--- src/rtl/board_scan_ctrl_if.sv ---
// Register-file access bus between the board scanner and the
// 61-entry board register file: two combinational reads, one write.
interface board_scan_ctrl_if;
    logic [5:0]  src0;
    logic [5:0]  src1;
    logic [5:0]  dst;
    logic        we;
    logic [17:0] data;
    logic [17:0] outa;
    logic [17:0] outb;

    modport master (
        output src0, src1, dst, we, data,
        input  outa, outb
    );

    modport slave (
        input  src0, src1, dst, we, data,
        output outa, outb
    );
endinterface

--- src/rtl/board_scan_ctrl.sv ---
// Board scanner: scores boards two per cycle against a question word.
// Optional BOARD_SCAN_VALIDATE_EN: skip malformed boards, flag via bad.
module board_scan_ctrl #(
    parameter int FIRST    = 0,
    parameter int LAST     = 59,
    parameter int Q_ADDR   = 60,
    parameter int RES_ADDR = 2
) (
    input  logic              clk,
    input  logic              rst_n,
    input  logic              start,
    output logic              busy,
    output logic              done,
    output logic              bad,
    board_scan_ctrl_if.master rf
);
    typedef enum logic [2:0] {
        S_IDLE, S_LOADQ, S_SCAN, S_WRITE, S_DONE
    } state_t;

    localparam logic [2:0] TERM  = 3'b101;
    localparam logic [5:0] FST6  = 6'(FIRST);
    localparam logic [5:0] Q6    = 6'(Q_ADDR);
    localparam logic [5:0] RES6  = 6'(RES_ADDR);
    localparam logic [6:0] LAST7 = 7'(LAST);

    function automatic logic [2:0] f_score(
        input logic [17:0] b,
        input logic [14:0] q
    );
        logic [2:0] s;
        s = '0;
        for (int i = 0; i < 5; i++)
            if (b[3 + i*3 +: 3] == q[i*3 +: 3]) s = s + 3'd1;
        return s;
    endfunction

    state_t      r_state, w_state_nx;
    logic [14:0] r_q, w_q_nx;
    logic [5:0]  r_idx, w_idx_nx;
    logic [2:0]  r_best, w_best_nx;
    logic [5:0]  r_exact, w_exact_nx;
    logic [5:0]  r_ptr, w_ptr_nx;

    logic [2:0]  w_sc_a, w_sc_b;
    logic        w_ok_a, w_ok_b;
    logic        w_in_b, w_last;
    logic        w_use_a, w_use_b;
    logic        w_ex_a, w_ex_b;

`ifdef BOARD_SCAN_VALIDATE_EN
    function automatic logic f_ok(input logic [17:0] b);
        logic ok;
        ok = (b[2:0] == TERM);
        for (int i = 1; i < 6; i++) begin
            if (b[i*3 +: 3] > 3'd4) ok = 1'b0;
            for (int j = i + 1; j < 6; j++)
                if (b[i*3 +: 3] == b[j*3 +: 3]) ok = 1'b0;
        end
        return ok;
    endfunction

    logic r_bad, w_bad_nx;

    assign w_ok_a = f_ok(rf.outa);
    assign w_ok_b = f_ok(rf.outb);
    assign bad    = r_bad;
`else
    logic w_unused;

    assign w_unused = ^{rf.outa[2:0], rf.outb[2:0]};
    assign w_ok_a   = 1'b1;
    assign w_ok_b   = 1'b1;
    assign bad      = 1'b0;
`endif

    assign w_sc_a  = f_score(rf.outa, r_q);
    assign w_sc_b  = f_score(rf.outb, r_q);
    assign w_in_b  = ({1'b0, r_ptr} + 7'd1) <= LAST7;
    assign w_last  = ({1'b0, r_ptr} + 7'd2) > LAST7;
    assign w_use_a = w_ok_a;
    assign w_use_b = w_in_b & w_ok_b;
    assign w_ex_a  = w_use_a & (w_sc_a == 3'd5);
    assign w_ex_b  = w_use_b & (w_sc_b == 3'd5);

    assign rf.src0 = (r_state == S_SCAN) ? r_ptr : Q6;
    assign rf.src1 = (r_state == S_SCAN) ? 6'(r_ptr + 6'd1) : Q6;

    // Next state, scan bookkeeping and write-port outputs.
    always_comb begin
        w_state_nx = r_state;
        w_q_nx     = r_q;
        w_idx_nx   = r_idx;
        w_best_nx  = r_best;
        w_exact_nx = r_exact;
        w_ptr_nx   = r_ptr;
`ifdef BOARD_SCAN_VALIDATE_EN
        w_bad_nx   = r_bad;
`endif
        busy       = 1'b0;
        done       = 1'b0;
        rf.we      = 1'b0;
        rf.dst     = '0;
        rf.data    = '0;
        unique case (r_state)
            S_IDLE: begin
                if (start) w_state_nx = S_LOADQ;
            end
            S_LOADQ: begin
                busy       = 1'b1;
                w_q_nx     = rf.outa[17:3];
                w_idx_nx   = FST6;
                w_best_nx  = '0;
                w_exact_nx = '0;
                w_ptr_nx   = FST6;
`ifdef BOARD_SCAN_VALIDATE_EN
                w_bad_nx   = 1'b0;
`endif
                w_state_nx = S_SCAN;
            end
            S_SCAN: begin
                busy = 1'b1;
                // A first so that equal scores keep the lower index.
                if (w_use_a && (w_sc_a > w_best_nx)) begin
                    w_best_nx = w_sc_a;
                    w_idx_nx  = r_ptr;
                end
                if (w_use_b && (w_sc_b > w_best_nx)) begin
                    w_best_nx = w_sc_b;
                    w_idx_nx  = 6'(r_ptr + 6'd1);
                end
                w_exact_nx = r_exact + {5'd0, w_ex_a} + {5'd0, w_ex_b};
`ifdef BOARD_SCAN_VALIDATE_EN
                w_bad_nx   = r_bad | ~w_ok_a | (w_in_b & ~w_ok_b);
`endif
                w_ptr_nx   = 6'(r_ptr + 6'd2);
                if (w_last) w_state_nx = S_WRITE;
            end
            S_WRITE: begin
                busy       = 1'b1;
                rf.we      = 1'b1;
                rf.dst     = RES6;
                rf.data    = {r_idx, r_best, r_exact, TERM};
                w_state_nx = S_DONE;
            end
            S_DONE: begin
                done       = 1'b1;
                w_state_nx = S_IDLE;
            end
            default: w_state_nx = S_IDLE;
        endcase
    end

    // State register; reset abandons any scan in progress.
    always_ff @(posedge clk) begin
        if (!rst_n) r_state <= S_IDLE;
        else        r_state <= w_state_nx;
    end

    // Question latch, running best and scan pointer.
    always_ff @(posedge clk) begin
        if (!rst_n) begin
            r_q     <= '0;
            r_idx   <= '0;
            r_best  <= '0;
            r_exact <= '0;
            r_ptr   <= '0;
`ifdef BOARD_SCAN_VALIDATE_EN
            r_bad   <= 1'b0;
`endif
        end else begin
            r_q     <= w_q_nx;
            r_idx   <= w_idx_nx;
            r_best  <= w_best_nx;
            r_exact <= w_exact_nx;
            r_ptr   <= w_ptr_nx;
`ifdef BOARD_SCAN_VALIDATE_EN
            r_bad   <= w_bad_nx;
`endif
        end
    end
endmodule

--- src/flat_wrapper.sv ---
// flat-port wrapper written by rule: the top's interface ports become plain ports
module board_scan_ctrl_flat 
#(
    parameter int FIRST    = 0,
    parameter int LAST     = 59,
    parameter int Q_ADDR   = 60,
    parameter int RES_ADDR = 2
)
  (clk, rst_n, start, busy, done, bad, rf_src0, rf_src1, rf_dst, rf_we, rf_data, rf_outa, rf_outb);
  board_scan_ctrl_if rf_i ();
  input  logic clk;
  input  logic rst_n;
  input  logic start;
  output logic busy;
  output logic done;
  output logic bad;
  output wire logic [$bits(rf_i.src0)-1:0] rf_src0;
  output wire logic [$bits(rf_i.src1)-1:0] rf_src1;
  output wire logic [$bits(rf_i.dst)-1:0] rf_dst;
  output wire logic [$bits(rf_i.we)-1:0] rf_we;
  output wire logic [$bits(rf_i.data)-1:0] rf_data;
  input wire logic [$bits(rf_i.outa)-1:0] rf_outa;
  input wire logic [$bits(rf_i.outb)-1:0] rf_outb;
  assign rf_src0 = rf_i.src0;
  assign rf_src1 = rf_i.src1;
  assign rf_dst = rf_i.dst;
  assign rf_we = rf_i.we;
  assign rf_data = rf_i.data;
  assign rf_i.outa = rf_outa;
  assign rf_i.outb = rf_outb;
  board_scan_ctrl #(.FIRST(FIRST), .LAST(LAST), .Q_ADDR(Q_ADDR), .RES_ADDR(RES_ADDR)) u_core (.clk(clk), .rst_n(rst_n), .start(start), .busy(busy), .done(done), .bad(bad), .rf(rf_i));
endmodule
--- config.mk ---
export PLATFORM = sky130hd
export DESIGN_NAME = board_scan_ctrl_flat
export DESIGN_NICKNAME = d
export VERILOG_FILES = /design/src/rtl/board_scan_ctrl_if.sv /design/src/rtl/board_scan_ctrl.sv /design/src/flat_wrapper.sv
export SDC_FILE = /design/constraint.sdc
export NUM_CORES = 1
export LEC_CHECK = 0
export ABC_AREA = 0
export CAP_MARGIN = 20
export CORE_MARGIN = 5
export CORE_UTILIZATION = 45
export DETAILED_ROUTE_END_ITERATION = 12
export GPL_ROUTABILITY_DRIVEN = 0
export PLACE_DENSITY = 0.72
export SETUP_SLACK_MARGIN = 0.5
export SYNTH_ARGS = -nofsm -noshare
export SYNTH_HDL_FRONTEND = slang
export SYNTH_SLANG_ARGS = --single-unit
export TNS_END_PERCENT = 1
--- constraint.sdc ---
create_clock -name clk -period 12.8 [get_ports clk]
set_input_delay 2.56 -clock clk [delete_from_list [all_inputs] [get_ports clk]]
set_output_delay 2.56 -clock clk [all_outputs]
set_load 0.02 [all_outputs]
=== Yosys cells after proc, flatten, opt, wreduce, memory -nomap -nowiden ===
Cells that the tools add are included.

* Logic and storage cells: 79
* Output and inout bits: 40
* Bits in read-only memories: 0
* Memories: 0
* Memory bits (writable): 0
* Input port bits: 39
* Bits in registers: 39
* Bits in latches: 0

* Bitwise gates (word level): 1
* Reductions and logical operators: 6
* Add/subtract/negate cells: 14
* Shift-type cells: 0
* Div/mod/pow operators: 0
* Equality and inequality tests: 19
* Magnitude comparators: 4
* Multiplexer cells: 29
* $mul: 0

{| class="wikitable"
|+ Operator list
! operator !! number
|-
| two-way mux 3 bit || 13
|-
| case mux 6 bit (2 select lines) || 3
|-
| equality test 3 bit || 10
|-
| two-way mux 6 bit || 4
|-
| adder 3 x 1 -> 3 bit, second input constant || 6
|-
| two-way mux 18 bit || 1
|-
| adder 6 x 1 -> 6 bit || 2
|-
| case mux 3 bit (4 select lines) || 1
|-
| equality test 3 bit, second input constant || 3
|-
| adder 6 x 1 -> 7 bit, second input constant || 1
|-
| adder 6 x 2 -> 7 bit, second input constant || 1
|-
| > comparator 7 x 6 -> 1 bit, second input constant || 1
|-
| <= comparator 7 x 6 -> 1 bit, second input constant || 1
|-
| adder 6 x 1 -> 6 bit, second input constant || 1
|-
| adder 6 x 2 -> 6 bit, second input constant || 1
|-
| equality test 3 x 2 -> 1 bit, second input constant || 2
|-
| > comparator 3 bit || 2
|-
| case mux 3 bit (2 select lines) || 1
|-
| two-way mux 1 bit || 5
|-
| adder 1 x 1 -> 2 bit, second input constant || 2
|-
| AND reduction 2 bit || 2
|-
| equality test 3 x 1 -> 1 bit, second input constant || 1
|-
| zero test 3 bit || 1
|-
| != test 3 bit, second input constant || 1
|-
| other kinds (7) || 7
|}

=== Longest topological paths before layout ===
Gate-level depths: netlist of run 1.

* Depth in word-level cells: 17
* Gate-level depth with buffers: 25
* Gate-level depth less buffers: 24

=== Least setup slack after synthesis of run 1 ===
Ideal clock, no wire load.

* Path kind: input to register
* Start point: in rf_outa[4]
* End point: reg u_core.r_idx[1]
* Setup time: 0.128 ns
* Path buffers: 1
* Path slack: 5.969 ns
* Required time: 12.672 ns
* Arrival time: 6.703 ns
* Cell stages on the path: 21
* Cells stage by stage: xnor2_1 > nand3_1 > ha_1 > xor2_2 > ha_1 > a21o_1 > ha_1 > nand2_1 > xnor3_1 > ha_1 > nand3b_1 > a32oi_1 > a21oi_1 > ha_1 > nor2b_1 > o21ai_0 > a211oi_1 > o31a_1 > buf_2 > mux2i_1 > nor2_1

* Word-level cells in the longest chain between the ends: 17
* Elaborated cells on any way between the ends: 19
* Classes of those cells: 4 x add/sub; 2 x order compare; 2 x eq/ne; 9 x mux; 2 x reduce/logical

{| class="wikitable"
|+ RTL lines
! what !! line !! RTL
|-
| from (decl) || flat_wrapper.sv:22 || <nowiki>input wire logic [$bits(rf_i.outa)-1:0] rf_outa;</nowiki>
|-
| equality test 3 bit (*) || board_scan_ctrl.sv:34 || <nowiki>if (b[3 + i*3 +: 3] == q[i*3 +: 3]) s = s + 3'd1;</nowiki>
|-
| two-way mux 1 bit (*) || board_scan_ctrl.sv:34 ||
|-
| adder 1 x 1 -> 2 bit || board_scan_ctrl.sv:34 ||
|-
| two-way mux 3 bit (*) || board_scan_ctrl.sv:34 ||
|-
| adder 3 x 1 -> 3 bit || board_scan_ctrl.sv:34 ||
|-
| two-way mux 3 bit (*) || board_scan_ctrl.sv:34 ||
|-
| adder 3 x 1 -> 3 bit || board_scan_ctrl.sv:34 ||
|-
| two-way mux 3 bit (*) || board_scan_ctrl.sv:34 ||
|-
| adder 3 x 1 -> 3 bit || board_scan_ctrl.sv:34 ||
|-
| two-way mux 3 bit (*) || board_scan_ctrl.sv:34 ||
|-
| > comparator 3 bit || board_scan_ctrl.sv:124 || <nowiki>if (w_use_a && (w_sc_a > w_best_nx)) begin</nowiki>
|-
| two-way mux 3 bit || board_scan_ctrl.sv:124 ||
|-
| two-way mux 3 bit || board_scan_ctrl.sv:105 || <nowiki>unique case (r_state)</nowiki>
|-
| > comparator 3 bit || board_scan_ctrl.sv:128 || <nowiki>if (w_use_b && (w_sc_b > w_best_nx)) begin</nowiki>
|-
| logical AND 1 bit || board_scan_ctrl.sv:128 ||
|-
| two-way mux 6 bit / != test 3 bit (equally long branches) || - ||
|-
| case mux 6 bit (2 select lines) / AND reduction 2 bit (equally long branches) || - ||
|-
| to (signal assigned) || board_scan_ctrl.sv:173 || <nowiki>r_idx <= w_idx_nx;</nowiki>
|-
| to (decl) || board_scan_ctrl.sv:40 || <nowiki>logic [5:0] r_idx, w_idx_nx;</nowiki>
|}

Mark *: on every way between the ends. The rest lies on a longest branch, timed or not. The select of a mux whose other input is x is not followed.
A chain may end at the register's enable or synchronous reset.

=== Worst setup path after layout of run 1 ===
* Start point: in rf_outa[4]
* End point: reg u_core.r_idx[3]

The elaborated chain is that of the path after synthesis.

==> results_dict.tcl, run 1 <==
set metrics [dict create \
    ant_nets 0 \
    outcome "finished, final reports clean" \
    ir_drop_v 0.0000553 \
    viasPerCell 5.11 \
    dieHeight_um 88.4 \
    hold_buffers 0 \
    synth_edf_count 0 \
    finClkSkew_ps 4.17 \
    grt_max_degree 38 \
    utilization_pct 58.1 \
    fillers 554 \
    crit_arrival_ps 7830 \
    cap_viol_max_count 0 \
    drt-initial-drc-count 109 \
    numCtsBuffers 5 \
    slew_viol_final 0 \
    required_ps 12940 \
    track_usage_pct 16.5 \
    post-route-min-period_ps 7690 \
    postSynthCellCount 337 \
    routedWlPerCell_um 13.1 \
    htree_num_levels 2 \
    dieWidth_um 88.4 \
    drt_first_pass_iters 4 \
    async_flop_share_pct 0 \
    antennaDiodeCount 0 \
    setup.worst_path.class "in -> reg" \
    clock-root-buffer "clkbuf_8" \
    grt.busiest_layer "met2" \
    ys_seq_elements 38 \
    via_count 2360 \
    synth.cell_area_um2 2770 \
    start_util_pct 46.4 \
    worst_pin_slew_ps 650 \
    grt_util_met2_pct 27.5 \
    grt_antenna_before_repair 0 \
    avgSynthCellArea_um2 8.21 \
    io_buffers 64 \
    ys.flop_type "dfxtp_1" \
    setup_viol 0 \
    grtUsageMet1_pct 21.6 \
    critPathMostFrequentCell "ha_1" \
    synth_warnings 0 \
    hpwl_um 4740 \
    cts_resized 0 \
    cts_tree "yes" \
    dp.cells 456 \
    hp-class "reg -> reg" \
    ys_seq_area_share_pct 27.5 \
    synth.distinct_cells 52 \
    grt_pass1_vias 2328 \
    wirelength_um 6030 \
    grt_pass1_wl_um 10300 \
    grt_overflow_total 0 \
    area_growth_syn_to_layout_pct 25.1 \
    startpoint_type "input pin" \
    post-cts-setup-buffer-count 0 \
    maxClockFrequency_ghz 0.130 \
    ctsLongestPathBuffers 2 \
    layout.nets 446 \
    drc 0 \
    core_um2 5960 \
    slowest_delay_ps 500 \
    rows 28 \
    path_clk_slew_ps 70 \
    instances_no_fill 462 \
    rsz0062_at_grt "false" \
    powerDensity_nw_per_um2 109 \
    layout_worst_path_cycle_share_pct 60.1 \
    grt_use_met3_pct 3.07 \
    drive_above_1_share_pct 4.65 \
    cts_num_sinks 38 \
    leakagePower_nw 1.41 \
    worstPathCellList "clkdlybuf4s50_1 > xnor2_1 > nand3_1 > ha_1 > xor2_2 > ha_1 > a21o_1 > ha_1 > nand2_1 > xnor3_1 > ha_1 > nand3b_1 > a32oi_1 > a21oi_1 > ha_1 > nor2b_1 > o21ai_0 > a211oi_1 > o31a_1 > mux2i_1 > nor2_1" \
    io_pins 79 \
    clock_latency_ps 280 \
    worst_slew_margin_rel_pct 56.6 \
    die_area_um2 7820 \
    hold_viol 0 \
    end_kind "register" \
    cp_max_fo 6 \
    cp_slowest_cell "clkdlybuf4s50_1" \
    fin_tns_setup_ps 0 \
]
-- cell families (layout without fill, tap and decap cells) --
| family | count (synthesis) | after routing | share of synthesized area (%) |
|---|---|---|---|
| and+or+nand+nor | 134 | 134 | 25.1 |
| AOI/OAI and AO/OA | 56 | 56 | 13.1 |
| xor gates and xnor gates | 41 | 41 | 15.3 |
| buffers and inverters | 41 | 84 | 7.42 |
| DFF | 38 | 38 | 27.5 |
| adders and majority gates | 19 | 19 | 8.86 |
| muxes | 7 | 7 | 2.53 |
| other | 1 | 8 | 0.136 |
-- layout by cell type, fill, tap and decap left out, types with 7 or more instances in the layout --
cell type | Yosys | final
nand2_1 | 42 | 42
nand2b_1 | 9 | 9
a21oi_1 | 26 | 26
inv_1 | 12 | 12
ha_1 | 18 | 18
clkdlybuf4s50_1 | 0 | 64
nand3_1 | 13 | 13
and2_1 | 17 | 17
dfxtp_1 | 38 | 38
nor2_1 | 21 | 21
and3_1 | 7 | 7
xnor2_1 | 20 | 20
mux2i_1 | 7 | 7
conb_1 | 1 | 8
xor2_1 | 15 | 15
-- flip-flops by register name (all words and copies together), names as in the netlist --
| register | count |
|---|---|
| u_core.r_q | 15 |
| u_core.r_ptr | 5 |
| u_core.r_best | 3 |
| u_core.r_exact | 6 |
| u_core.r_state | 3 |
| u_core.r_idx | 6 |
-- final timing paths --
kind	start	to	slack, ps	depth (start not counted)
hold / removal	u_core.r_idx[4]$_SDFFE_PN0P_	u_core.r_idx[4]$_SDFFE_PN0P_	490	2
hold reg to reg	u_core.r_idx[4]$_SDFFE_PN0P_	u_core.r_idx[4]$_SDFFE_PN0P_	490	2
setup reg to reg	u_core.r_q[2]$_SDFFE_PN0P_	u_core.r_idx[3]$_SDFFE_PN0P_	7500	20
setup / recovery	rf_outa[4]	u_core.r_idx[3]$_SDFFE_PN0P_	5110	21
-- area by class of cell --
type,instances,area (um^2),area share (%)
multi-input combinational,265,1830,52.8
sequential,38,761,22.0
timing repair buffer,65,648,18.7
tap,75,93.8,2.71
clock buffer,6,82.6,2.39
inverter,13,48.8,1.41
-- critical path, delay by kind of cell --
kind                       cells  cell delay (ps)
AOI/OAI and AO/OA              6             1730
adders and majority gates      5             1520
xor gates and xnor gates       3              780
and+or+nand+nor                5              530
buffers and inverters          1              500
muxes                          1              230
-- per-layer routing --
layer	vias up	routed length (um)
met4	0	67
li1	1221	-
met2	47	2890
met1	1083	2790
met5	-	0
met3	9	283
-- synthesized netlist by cell type, types with 3 or more instances --
master	count	share of area, %
nand2_1	42	5.7
dfxtp_1	38	27
a21oi_1	26	4.7
nor2_1	21	2.8
xnor2_1	20	6.3
ha_1	18	8.1
and2_1	17	3.8
xor2_1	15	4.7
buf_4	13	3.5
nand3_1	13	2.4
clkbuf_1	12	1.6
inv_1	12	1.6
nand2b_1	9	2.0
and3_1	7	1.6
mux2i_1	7	2.5
a211oi_1	5	1.4
a22oi_1	5	1.4
nor3_1	5	0.90
a31oi_1	3	0.68
nand4_1	3	0.68
or3_1	3	0.68
xnor3_1	3	2.4
-- metrics by stage --
stage | total power [mW] | cell area (um^2) | worst slack, ps | hold slack (ps)
floorplan | 0.256 | 2790 | 5970 | 452
global placement | 0.296 | 3380 | 4960 | 466
detailed placement | 0.301 | 3380 | 4820 | 473
CTS | 0.380 | 3460 | 5100 | 492
global route | 0.410 | 3460 | 4460 | 519
finish | 0.377 | 3460 | 5110 | 486
-- report_power, final --
part | switching (mW) | internal (mW) | leakage (nW)
Sequential | 0.00856 | 0.126 | 0.308
Combinational | 0.0920 | 0.0713 | 1.06
Clock | 0.0383 | 0.0415 | 0.0431
No activity file was read; power rests on OpenSTA's default activity.
==> run 2, diff against run 1 <==
- CORE_UTILIZATION: 45 -> 44
- PLACE_DENSITY: 0.72 -> 0.74
- clock period: 12.8 -> 6.2 ns (I/O delays scaled with it)
==> run 2 against run 1 <==
  * Global-route usage shrank 0.37 points
  * Clock power grew 110%
  * Clock-buffer cell count is the same
  * Critical path type unchanged
  * Highest routed layer unchanged
==> results_dict.tcl, run 2 (synthesis results as in run 1) <==
set metrics [dict create \
    grt_overflow_total 0 \
    viasPerCell 5.11 \
    top_regs "u_core.r_q x15, u_core.r_exact x6, u_core.r_idx x6" \
    rsz0062_at_grt "false" \
    crit_path_start "rf_outa[11]" \
    largest_reg_flops 15 \
    final_cell_mix "clkdlybuf4s50_1, nand2_1, dfxtp_1" \
    grt_antenna_before_repair 0 \
    hp-class "reg -> reg" \
    layout_commonest_cell "clkdlybuf4s50_1" \
    htree_num_levels 2 \
    total_power_mw 0.886 \
    hold_viol 0 \
    path_clk_slew_ps 70 \
    startpoint_type "input pin" \
    antennaDiodeCount 0 \
    required_ps 6340 \
    setup_viol 0 \
    worst_pin_slew_ps 655 \
    multi_input_area_um2 1980 \
    via_count 2408 \
    dieHeight_um 89.3 \
    ctsLongestPathBuffers 2 \
    drive_above_1_share_pct 11.9 \
    setup_ws_ps 747 \
    register_area_um2 761 \
    rows 28 \
    slowest_delay_ps 440 \
    area_growth_syn_to_layout_pct 33.5 \
    layout_worst_path_cycle_share_pct 88.0 \
    fillers 520 \
    io_buffers 64 \
    instances_no_fill 471 \
    ant_nets 0 \
    hpwl_um 4830 \
    grt_pass1_vias 2297 \
    dp.cells 458 \
    regMostFlops "u_core.r_q" \
    hold_buffers 0 \
    cts_tree "yes" \
    cp_max_fo 6 \
    worstPathCellList "clkdlybuf4s50_1 > xor2_1 > nor3_4 > xor2_4 > ha_4 > a21o_1 > ha_1 > nand2_1 > xnor3_2 > ha_4 > nand3b_1 > a32oi_4 > nor2_1 > a21oi_2 > ha_1 > nor2b_1 > o21ai_1 > a211oi_2 > o31a_1 > buf_4 > mux2i_1 > nor2_1" \
    cap_viol_max_count 0 \
    hold-worst-slack_ps 489 \
    die_area_um2 7970 \
    start_util_pct 45.9 \
    powerDensity_nw_per_um2 240 \
    dieWidth_um 89.3 \
    drc 0 \
    track_usage_pct 16.1 \
    leakagePower_nw 1.54 \
    numCtsBuffers 5 \
    io_pins 79 \
    maxClockFrequency_ghz 0.183 \
    layout.nets 455 \
    routedWlPerCell_um 13.8 \
    wirelength_um 6500 \
    clock-root-buffer "clkbuf_8" \
    drt_first_pass_iters 4 \
    drt-initial-drc-count 78 \
    rr_endpoint "u_core.r_idx[4]$_SDFFE_PN0P_" \
    path_delay_family "compound AO/OA/AOI/OAI gates" \
    cts_num_sinks 38 \
    finClkSkew_ps 7.64 \
    cp_slowest_cell "clkdlybuf4s50_1" \
    r2r_slack_ps 1630 \
    end_kind "register" \
    slew_viol_final 0 \
    grt_pass1_wl_um 10200 \
    crit_arrival_ps 5600 \
    grt_max_degree 38 \
    crit_path_end "u_core.r_idx[4]$_SDFFE_PN0P_" \
    r2r_start "u_core.r_q[2]$_SDFFE_PN0P_" \
    outcome "finished, final reports clean" \
    core_um2 6030 \
    crit_cells 22 \
    fin_tns_setup_ps 0 \
    reg2regPathDepth 25 \
    post-route-min-period_ps 5450 \
    worst_slew_margin_rel_pct 56.3 \
    pre_cts_ws_ps -141 \
    crit_buf_inv 2 \
    ir_drop_v 0.000195 \
    setup.worst_path.class "in -> reg" \
    clock_latency_ps 280 \
]
-- run 2: where the power goes --
group / switching [mW] / total (mW) / leakage [nW] / internal (mW)
registers: 0.0191 / 0.279 / 0.308 / 0.260
clock network: 0.0792 / 0.165 / 0.0431 / 0.0857
logic: 0.225 / 0.442 / 1.19 / 0.217
total: 0.324 / 0.886 / 1.54 / 0.562
-- run 2: timing repair --
| item | CTS | global route |
|---|---|---|
| pin swaps | 5 | 11 |
| hold endpoints to repair | 0 | 0 |
| setup buffers | 2 | 5 |
| gates resized for setup | 7 | 22 |
| endpoints found under the setup margin | 9 | 9 |
-- run 2: how the worst min path moves through the flow --
stage,from,end,cells past startpoint
after floorplan,u_core.r_idx[1]$_SDFFE_PN0P_,u_core.r_idx[1]$_SDFFE_PN0P_,2
final,u_core.r_idx[5]$_SDFFE_PN0P_,u_core.r_idx[5]$_SDFFE_PN0P_,2
after global placement,u_core.r_idx[1]$_SDFFE_PN0P_,u_core.r_idx[1]$_SDFFE_PN0P_,2
after detailed placement,u_core.r_idx[1]$_SDFFE_PN0P_,u_core.r_idx[1]$_SDFFE_PN0P_,2
after CTS,u_core.r_idx[5]$_SDFFE_PN0P_,u_core.r_idx[5]$_SDFFE_PN0P_,2
after global routing,u_core.r_idx[1]$_SDFFE_PN0P_,u_core.r_idx[1]$_SDFFE_PN0P_,2
-- run 2: stage by stage --
stage,instance area [um^2],util [%]
3_5_place_dp,3390,56.3
2_1_floorplan,2790,-
3_3_place_gp,3390,56.3
5_1_grt,3690,61.3
6_report,3690,61.3
4_1_cts,3540,58.7
-- run 2: worst reg2reg max path: cells and delay by family (launching register included) --
kind | cells | cell delay, ps
flip-flops | 1 | 410
AND/OR/NAND/NOR | 6 | 650
adder cells (fa/ha/maj) | 5 | 1130
AO/OA/AOI/OAI | 8 | 1370
XOR/XNOR | 2 | 440
multiplexers | 1 | 150
buffers and inverters | 3 | 280
-- run 2: cell type report --
cell class,count,share of cell area (%)
inverters,13,1.32
clock buffers,6,2.24
flip-flops and latches,38,20.6
repair buffers,74,19.8
multi-input cells,265,53.5
well taps,75,2.54
-- run 2: routing by layer --
layer	up-vias	track usage, %	wire length, um
met5	-	0	0
met4	0	4.33	76
met3	6	3.50	267
met2	49	26.9	3220
met1	1116	21.0	2940
li1	1237	-	-
==> run 3, diff against run 2 <==
- ABC_CLOCK_PERIOD_IN_PS: not set -> 6200
==> results of run 3 <==
The final DEF is identical to that of run 2; final timing and power are the same.
